**config.mk**
```make
export PLATFORM = sky130hd
export DESIGN_NAME = inert_seq
export DESIGN_NICKNAME = d
export VERILOG_FILES = /design/src/rtl/inert_seq.sv
export SDC_FILE = /design/constraint.sdc
export NUM_CORES = 1
export LEC_CHECK = 0
export CAP_MARGIN = 20
export CORE_ASPECT_RATIO = 1.4
export CORE_MARGIN = 2
export CORE_UTILIZATION = 35
export CTS_CLUSTER_SIZE = 8
export DETAILED_ROUTE_END_ITERATION = 10
export PLACE_DENSITY = 0.62
export SLEW_MARGIN = 10
export SYNTH_ARGS = -nofsm -noshare
export SYNTH_HDL_FRONTEND = slang
export SYNTH_SLANG_ARGS = --single-unit
```
**constraint.sdc**
```tcl
create_clock -name clk -period 1.9 [get_ports clk]
set_clock_uncertainty 0.05 [all_clocks]
set_input_delay 0.475 -clock clk [delete_from_list [all_inputs] [get_ports clk]]
set_output_delay 0.475 -clock clk [all_outputs]
set_load 0.01 [all_outputs]
```
**src/rtl/inert_seq.sv**
```systemverilog
// Sequencer between the balance controller and the SPI master: configures the IMU after a
// power-up wait, then on each data-ready interrupt reads pitch rate and Z acceleration.
module inert_seq #(
   parameter int unsigned INIT_WAIT = 16'hFFFF
) (
   input  logic        clk,
   input  logic        rst,
   input  logic        INT,
   input  logic        done,
   input  logic [15:0] rd_data,
   output logic        wrt,
   output logic [15:0] wt_data,
   output logic [15:0] ptch_rt,
   output logic [15:0] AZ,
   output logic        vld,
   output logic        init_done
);

   localparam logic [15:0] WaitLast = 16'(INIT_WAIT - 1);

   typedef enum logic [2:0] {
      StRstWait, StCfg, StCfgWt, StIdle, StRd, StRdWt
   } state_e;

   state_e      state_q, state_d;
   logic [15:0] cnt_q, cnt_d;
   logic [1:0]  cfg_idx_q, cfg_idx_d;
   logic [1:0]  rd_idx_q, rd_idx_d;
   logic [7:0]  rbyte_q [4];
   logic [7:0]  rbyte_d [4];
   logic        wrt_q, wrt_d;
   logic [15:0] wt_data_q, wt_data_d;
   logic        upd_q, upd_d;
   logic        init_done_q, init_done_d;
   logic        int_pend_q, int_pend_d;
   logic        int_ff1_q, int_s_q, int_prev_q;
   logic        done_q;
   logic        burst_start;
   logic        done_rise, int_rise;
   logic [15:0] ptch_rt_q, az_q;
   logic        vld_q;

   function automatic logic [15:0] cfg_word(input logic [1:0] idx);
      unique case (idx)
         2'd0: return 16'h0D02;
         2'd1: return 16'h1053;
         2'd2: return 16'h1150;
         2'd3: return 16'h1460;
      endcase
   endfunction

   function automatic logic [15:0] rd_word(input logic [1:0] idx);
      unique case (idx)
         2'd0: return 16'hA200;
         2'd1: return 16'hA300;
         2'd2: return 16'hAC00;
         2'd3: return 16'hAD00;
      endcase
   endfunction

   // A level left high by the previous transaction must not advance the sequence.
   assign done_rise = done & ~done_q;
   assign int_rise  = int_s_q & ~int_prev_q;

   always_comb begin
      state_d     = state_q;
      cnt_d       = cnt_q;
      cfg_idx_d   = cfg_idx_q;
      rd_idx_d    = rd_idx_q;
      rbyte_d     = rbyte_q;
      wrt_d       = 1'b0;
      wt_data_d   = wt_data_q;
      upd_d       = 1'b0;
      init_done_d = init_done_q;
      burst_start = 1'b0;
      unique case (state_q)
         StRstWait: begin
            cnt_d = cnt_q + 16'd1;
            if (cnt_q == WaitLast) begin
               state_d   = StCfg;
               cfg_idx_d = 2'd0;
               wrt_d     = 1'b1;
               wt_data_d = cfg_word(2'd0);
            end
         end
         StCfg: state_d = StCfgWt;
         StCfgWt: begin
            if (done_rise) begin
               if (cfg_idx_q == 2'd3) begin
                  state_d     = StIdle;
                  init_done_d = 1'b1;
               end else begin
                  state_d   = StCfg;
                  cfg_idx_d = cfg_idx_q + 2'd1;
                  wrt_d     = 1'b1;
                  wt_data_d = cfg_word(cfg_idx_q + 2'd1);
               end
            end
         end
         StIdle: begin
            if (int_pend_q) begin
               burst_start = 1'b1;
               state_d     = StRd;
               rd_idx_d    = 2'd0;
               wrt_d       = 1'b1;
               wt_data_d   = rd_word(2'd0);
            end
         end
         StRd: state_d = StRdWt;
         StRdWt: begin
            if (done_rise) begin
               rbyte_d[rd_idx_q] = rd_data[7:0];
               if (rd_idx_q == 2'd3) begin
                  state_d = StIdle;
                  upd_d   = 1'b1;
               end else begin
                  state_d   = StRd;
                  rd_idx_d  = rd_idx_q + 2'd1;
                  wrt_d     = 1'b1;
                  wt_data_d = rd_word(rd_idx_q + 2'd1);
               end
            end
         end
         default: state_d = StRstWait;
      endcase
   end

   // A new edge wins over the burst-start clear so it is never lost.
   always_comb begin
      int_pend_d = int_pend_q;
      if (!init_done_q)     int_pend_d = 1'b0;
      else if (int_rise)    int_pend_d = 1'b1;
      else if (burst_start) int_pend_d = 1'b0;
   end

   always_ff @(posedge clk) begin
      if (rst) begin
         state_q     <= StRstWait;
         cnt_q       <= '0;
         cfg_idx_q   <= '0;
         rd_idx_q    <= '0;
         for (int i = 0; i < 4; i++) rbyte_q[i] <= '0;
         wrt_q       <= 1'b0;
         wt_data_q   <= '0;
         upd_q       <= 1'b0;
         init_done_q <= 1'b0;
         int_pend_q  <= 1'b0;
         int_ff1_q   <= 1'b0;
         int_s_q     <= 1'b0;
         int_prev_q  <= 1'b0;
         done_q      <= 1'b0;
         ptch_rt_q   <= '0;
         az_q        <= '0;
         vld_q       <= 1'b0;
      end else begin
         state_q     <= state_d;
         cnt_q       <= cnt_d;
         cfg_idx_q   <= cfg_idx_d;
         rd_idx_q    <= rd_idx_d;
         rbyte_q     <= rbyte_d;
         wrt_q       <= wrt_d;
         wt_data_q   <= wt_data_d;
         upd_q       <= upd_d;
         init_done_q <= init_done_d;
         int_pend_q  <= int_pend_d;
         int_ff1_q   <= INT;
         int_s_q     <= int_ff1_q;
         int_prev_q  <= int_s_q;
         done_q      <= done;
         vld_q       <= upd_q;
         if (upd_q) begin
            ptch_rt_q <= {rbyte_q[1], rbyte_q[0]};
            az_q      <= {rbyte_q[3], rbyte_q[2]};
         end
      end
   end

   assign wrt       = wrt_q;
   assign wt_data   = wt_data_q;
   assign ptch_rt   = ptch_rt_q;
   assign AZ        = az_q;
   assign vld       = vld_q;
   assign init_done = init_done_q;

endmodule

```
## After elaboration in Yosys (flattened, before gate mapping)

Cells that the tools add are included.

| operators by class | value |
|---|---|
| add/subtract/negate cells | 3 |
| magnitude comparators | 2 |
| equal/unequal tests | 20 |
| muxes and demuxes | 38 |
| bitwise logic cells | 8 |
| reductions and logical operators | 16 |

Operators with widths:

| operator | number |
|---|---|
| case mux 16 bit (4 select lines) | 3 |
| two-way mux 16 bit | 6 |
| bitwise mux 32 bit | 1 |
| case mux 3 bit (6 select lines) | 1 |
| adder 16 x 1 -> 16 bit, second input constant | 1 |
| demux 8 bit (select 2 bit) | 1 |
| equality test 16 bit, second input constant | 1 |
| two-way mux 3 bit | 5 |
| two-way mux 2 bit | 7 |
| equality test 2 bit, second input constant | 6 |
| inequality test 2 bit, second input constant | 6 |
| AND reduction 4 bit | 3 |
| two-way mux 1 bit | 10 |
| two-way mux 8 bit | 1 |
| case mux 2 bit (2 select lines) | 2 |
| AND reduction 7 bit | 1 |
| equality test 3 x 2 -> 1 bit, second input constant | 2 |
| equality test 3 bit, second input constant | 2 |
| nonzero test 2 bit | 3 |
| inverter 1 bit | 5 |
| adder 2 x 1 -> 2 bit, second input constant | 2 |
| equality test 2 x 1 -> 1 bit, second input constant | 2 |
| logical NOT 2 bit | 2 |
| case mux 1 bit (4 select lines) | 1 |
| 12 further kinds | 13 |

| storage, ports and cells | value |
|---|---|
| bits in registers | 112 |
| bits of input ports | 20 |
| output and inout bits | 51 |
| logic and storage cells | 107 |

## Logic depth before layout (Yosys ltp)

| logic depth | value |
|---|---|
| word-level depth | 6 |
| mapped depth | 7 |
| depth with buffers taken out | 6 |

## Least setup slack after synthesis

No wires, ideal clock.

| timing | value |
|---|---|
| path type | reg-to-reg |
| start | register state_q[0] |
| end | register wt_data_q[10], in the netlist wt_data[10] |
| library setup time | 0.121 ns |
| arrival time | 1.694 ns |
| data required time | 1.729 ns |
| slack | 0.035 ns |
| stages on the path, launching flop included | 7 |
| path buffers | 1 |
| period minus slack after synthesis | 1.865 ns |
| cells stage by stage | dfxtp_1 buf_2 or3b_2 nor2_1 a21oi_2 nand3_4 mux2_2 |

| on the way | value |
|---|---|
| longest elaborated chain between the ends | 3 |
| elaborated cells between the ends (all ways) | 13 |
| those cells by class | eq/ne (9); mux (1); reduce/logical (3) |

RTL lines:

| element | RTL line | text |
|---|---|---|
| start: declaration | 25 | `state_e state_q, state_d;` |
| start signal: assignment | 138 | `state_q <= StRstWait;` |
| start signal: assignment | 156 | `state_q <= state_d;` |
| equality test 3 bit (tied with other cells) | 76 | `unique case (state_q)` |
| nonzero test 4 bit (no source line) or inequality test 2 bit (tied branches) | - |  |
| AND reduction 7 bit (no source line) | - |  |
| end signal: assignment | 162 | `wt_data_q <= wt_data_d;` |
| end: declaration | 32 | `logic [15:0] wt_data_q, wt_data_d;` |

Several ways; a longest one is shown, not always the timed one.
A chain may end at the register's enable or synchronous reset.

## Worst setup path in the final report

| timing | value |
|---|---|
| start | register cnt_q[11] |
| end | register wt_data_q[1], in the netlist wt_data[1] |

| on the way | value |
|---|---|
| longest elaborated chain between the ends | 3 |

RTL lines:

| element | RTL line | text |
|---|---|---|
| start: declaration | 26 | `logic [15:0] cnt_q, cnt_d;` |
| start signal: assignment | 157 | `cnt_q <= cnt_d;` |
| equality test 16 bit | 79 | `if (cnt_q == WaitLast) begin` |
| inequality test 2 bit (no source line) | - |  |
| AND reduction 7 bit (no source line) | - |  |

Every way passes these cells.

==> run_results.csv <==
group,metric,value,unit
run_status,status,"finished clean",
cells_and_area,finalNetCount,600,
cts,clock_path_buffers,2,
power_and_ir_drop,p_leak,2.11,nW
placed_design,dpl_cell_area,5430,µm²
worst_hold_path,hold_class,"flip-flop to flip-flop",
worst_setup_path,rrSetupSlack,0.07,ns
worst_setup_path,worstPathCellList,"and4_4, nand3_2, o41ai_4, nand3_4, mux2_2",
placed_design,hpwlAfterDp,7110,µm
power_and_ir_drop,switchingPower,0.00103,W
worst_setup_path,end_kind,"flip-flop",
global_route,grt_pass1_wl,16100,µm
die,initial_core_util,0.358,
route,ant_nets,0,
logic_synthesis,synth_edf_count,0,
cells_and_area,area_growth,32.5,%
logic_synthesis,synth_top_area_share,0.481,
cts,clkTransAtPathRegs,0.08,ns
logic_synthesis,synthMuxAreaShare,0.0942,
logic_synthesis,yosys-top-cells-area,"dfxtp_1 (48%), mux2i_1 (8.4%), a21oi_1 (5.0%), nand3_1 (4.9%), nor2_1 (4.5%)",
power_and_ir_drop,combPwrFrac,0.036,
logic_synthesis,yosys.area_share.simple,0.226,
power_and_ir_drop,switching_share,0.241,
global_route,first_global_vias,3443,
die,die-area,13500,µm²
flow_run,maxCapViolCount,0,
cts,cts_buffers,9,
placed_design,io_buffers,58,
worst_setup_path,startpoint,"cnt_q[11]",
power_and_ir_drop,p_int,0.00323,W
timing,fin_crit_sh,0.965,
logic_synthesis,syn_area_per_cell,9.09,µm²
cts,clk_latency,0.35,ns
logic_synthesis,synth_seq_cells,106,
worst_setup_path,reg2reg_from,"cnt_q[11]",
power_and_ir_drop,power.share.clock,0.439,
power_and_ir_drop,pwr-share-seq,0.525,
route,wl_per_cell,13.6,µm
global_route,antenna_found_initial,0,
logic_synthesis,mappedNetlistArea,4410,µm²
die,coreArea,12300,µm²
logic_synthesis,synth_seq_area_share,0.481,
route,drt_iter0_markers,155,
worst_setup_path,max_stage_delay,0.47,ns
route,firstDrtPassIters,4,
logic_synthesis,yosysTopAreaCell,"dfxtp_1",
route,vias,3561,
cells_and_area,layout-drive-gt1-share,0.170,
worst_setup_path,reg2reg_to,"wt_data[1]",
worst_setup_path,reg2regPathDepth,5,
route,drcViolationCount,0,
worst_setup_path,critPathTopFamily,"simple AND/OR/NAND/NOR gates",
cells_and_area,antennaDiodeCount,0,
cts,hold_buffers,0,
worst_setup_path,crit_path_top_delay_cell,"o41ai_4",
logic_synthesis,synth_top_family_by_area,"simple AND/OR/NAND/NOR gates",
worst_setup_path,crit_cells,5,
logic_synthesis,synthXorXnorAreaFrac,0.0278,
global_route,grt_max_degree,57,
worst_setup_path,crit_type,"flip-flop to flip-flop",
timing,whs,0.407,ns
die,pin_count,71,
power_and_ir_drop,pwr_density_cell,729,nW/µm²
cts,cts.sinks,106,
global_route,gr-usage-all-layers,0.147,
worst_setup_path,start_kind,"flip-flop",
worst_setup_path,cp-endpoint,"wt_data[1]",
logic_synthesis,ys.flop_type,"dfxtp_1",
die,dieWidth,98.9,µm
worst_setup_path,required,2.09,ns
logic_synthesis,synth_compound_gate_area_share,0.101,
logic_synthesis,yosysUniqueCellTypes,51,
die,die_h,137,µm
worst_setup_path,critPathBufInv,0,
route,drt-total-wl,9900,µm
global_route,grt.overflow.total,0,
cts,root_buffer,"clkbuf_16",
timing,final-max-slew-violation-count,0,
timing,fin_crit,1.83,ns
timing,clock.fmax,545,MHz
timing,setup_viol_count_final,0,
cts,htreeDepth,3,
worst_setup_path,cp.arrival,2.03,ns
timing,hold_viol,0,
route,viasPerCell,4.90,
logic_synthesis,synth_cells,485,
cts,cts_tree,"yes",
logic_synthesis,async_reset_ff_frac,0,
power_and_ir_drop,vdd_ir_drop_max,0.410,mV
logic_synthesis,ys_warn_count,0,
cells_and_area,fin_area,5840,µm²
worst_setup_path,timing.critical_path.fanout_max,7,
die,rows,48,
logic_synthesis,synth_fa_ha_area_frac,0.0255,
placed_design,gp_congestion,0.801,
-- final cells by class --
class / count / area, µm²
Sequential cell: 106 / 2130
Timing Repair Buffer: 107 / 1030
Clock buffer: 9 / 225
Clock inverter: 7 / 81.3
Tap cell: 150 / 188
Inverter: 7 / 26.3
Fill cell: 1162 / 6470
Multi-Input combinational cell: 340 / 2170
-- power groups by stage --
stage               clock network (W)   logic, W  registers, W
finish                        0.00187   0.000152       0.00224
global route                  0.00203   0.000166       0.00224
global placement                    0   0.000148       0.00229
CTS                           0.00192   0.000150       0.00224
floorplan                           0  0.0000783       0.00229
detailed placement                  0   0.000150       0.00229
-- worst min-delay path by stage --
| stage | start | end | slack (ns) | cells past startpoint |
|---|---|---|---|---|
| 5_1_grt | rbyte_q[0] | rbyte_q[0] | 0.43 | 2 |
| 3_5_place_dp | int_ff1_q | int_s_q | 0.40 | 1 |
| 4_1_cts | int_ff1_q | int_s_q | 0.41 | 1 |
| 6_report | int_ff1_q | int_s_q | 0.41 | 1 |
| 3_3_place_gp | int_ff1_q | int_s_q | 0.38 | 1 |
| 2_1_floorplan | int_ff1_q | int_s_q | 0.36 | 1 |
-- state kept, by name (all words and copies together) (netlist names), 2 cells and up --
| name | flops |
|---|---|
| AZ | 16 |
| cfg_idx_q | 2 |
| cnt_q | 16 |
| ptch_rt | 16 |
| rbyte_q | 32 |
| rd_idx_q | 2 |
| state_q | 3 |
| wt_data | 10 |
-- cell usage in the layout, fill, tap and decap left out, types with 3 or more instances in the layout --
cell type,Yosys,final
nand3_1,43,41
a211oi_1,3,3
a21oi_1,44,43
nand2_2,0,3
buf_12,0,5
conb_1,1,4
mux2_2,4,4
dfxtp_2,0,4
nand2b_1,11,10
nor3_1,8,7
xnor2_1,6,6
dfxtp_1,106,102
nor2_1,53,52
inv_1,7,7
clkbuf_16,0,10
buf_4,6,43
nand2_1,49,45
nor4_1,3,3
and3_1,3,3
o21ai_0,7,7
xor2_1,8,8
ha_1,9,9
mux2i_1,37,37
clkdlybuf4s50_1,0,57
nand4_1,5,5
nor2b_1,13,12
-- what timing repair did --
item,in CTS,in global routing
pin swaps,0,2
gates resized for setup,2,17
endpoints found under the hold margin,0,0
cloned,0,1
setup endpoints to repair,37,39
buffers inserted,0,2
-- per-stage QoR --
| stage | power [W] | setup slack, ns | cells | setup TNS, ns | utilization |
|---|---|---|---|---|---|
| after detailed placement | 0.00244 | -0.329 | 707 | -10.76 | 0.441 |
| after global routing | 0.00444 | -0.0108 | 726 | -0.0108 | 0.475 |
| final | 0.00426 | 0.0667 | 726 | 0 | 0.475 |
| after floorplan | 0.00237 | 0.0352 | 488 | 0 | - |
| after global placement | 0.00244 | -0.296 | 707 | -10.06 | 0.441 |
| after CTS | 0.00431 | 0.00550 | 723 | 0 | 0.466 |
-- layer usage --
layer	GRT usage	vias up	wire length (µm)	share of wire
li1	-	1829	-	-
met1	0.170	1670	4190	0.42
met2	0.266	53	5280	0.53
met3	0.0255	9	263	0.027
met4	0.0586	0	168	0.017
met5	0	-	0	0
-- cells in the mapped netlist (5+ instances only) --
cell type / instances
nand4_1: 5
clkbuf_1: 17
xnor2_1: 6
nor3_1: 8
buf_1: 6
nand2_1: 49
xor2_1: 8
nor2_1: 53
a21oi_1: 44
dfxtp_1: 106
nand3_1: 43
o21ai_0: 7
mux2i_1: 37
buf_2: 5
buf_4: 6
nor2b_1: 13
nand2b_1: 11
inv_1: 7
ha_1: 9
-- kinds of logic after synthesis --
logic type | after synthesis
other cells | 1
buf+inv | 42
fa+ha+maj | 9
flops | 106
compound gates | 72
xor+xnor | 14
mux | 41
simple gates | 200
Power figures use the tool's default switching activity.
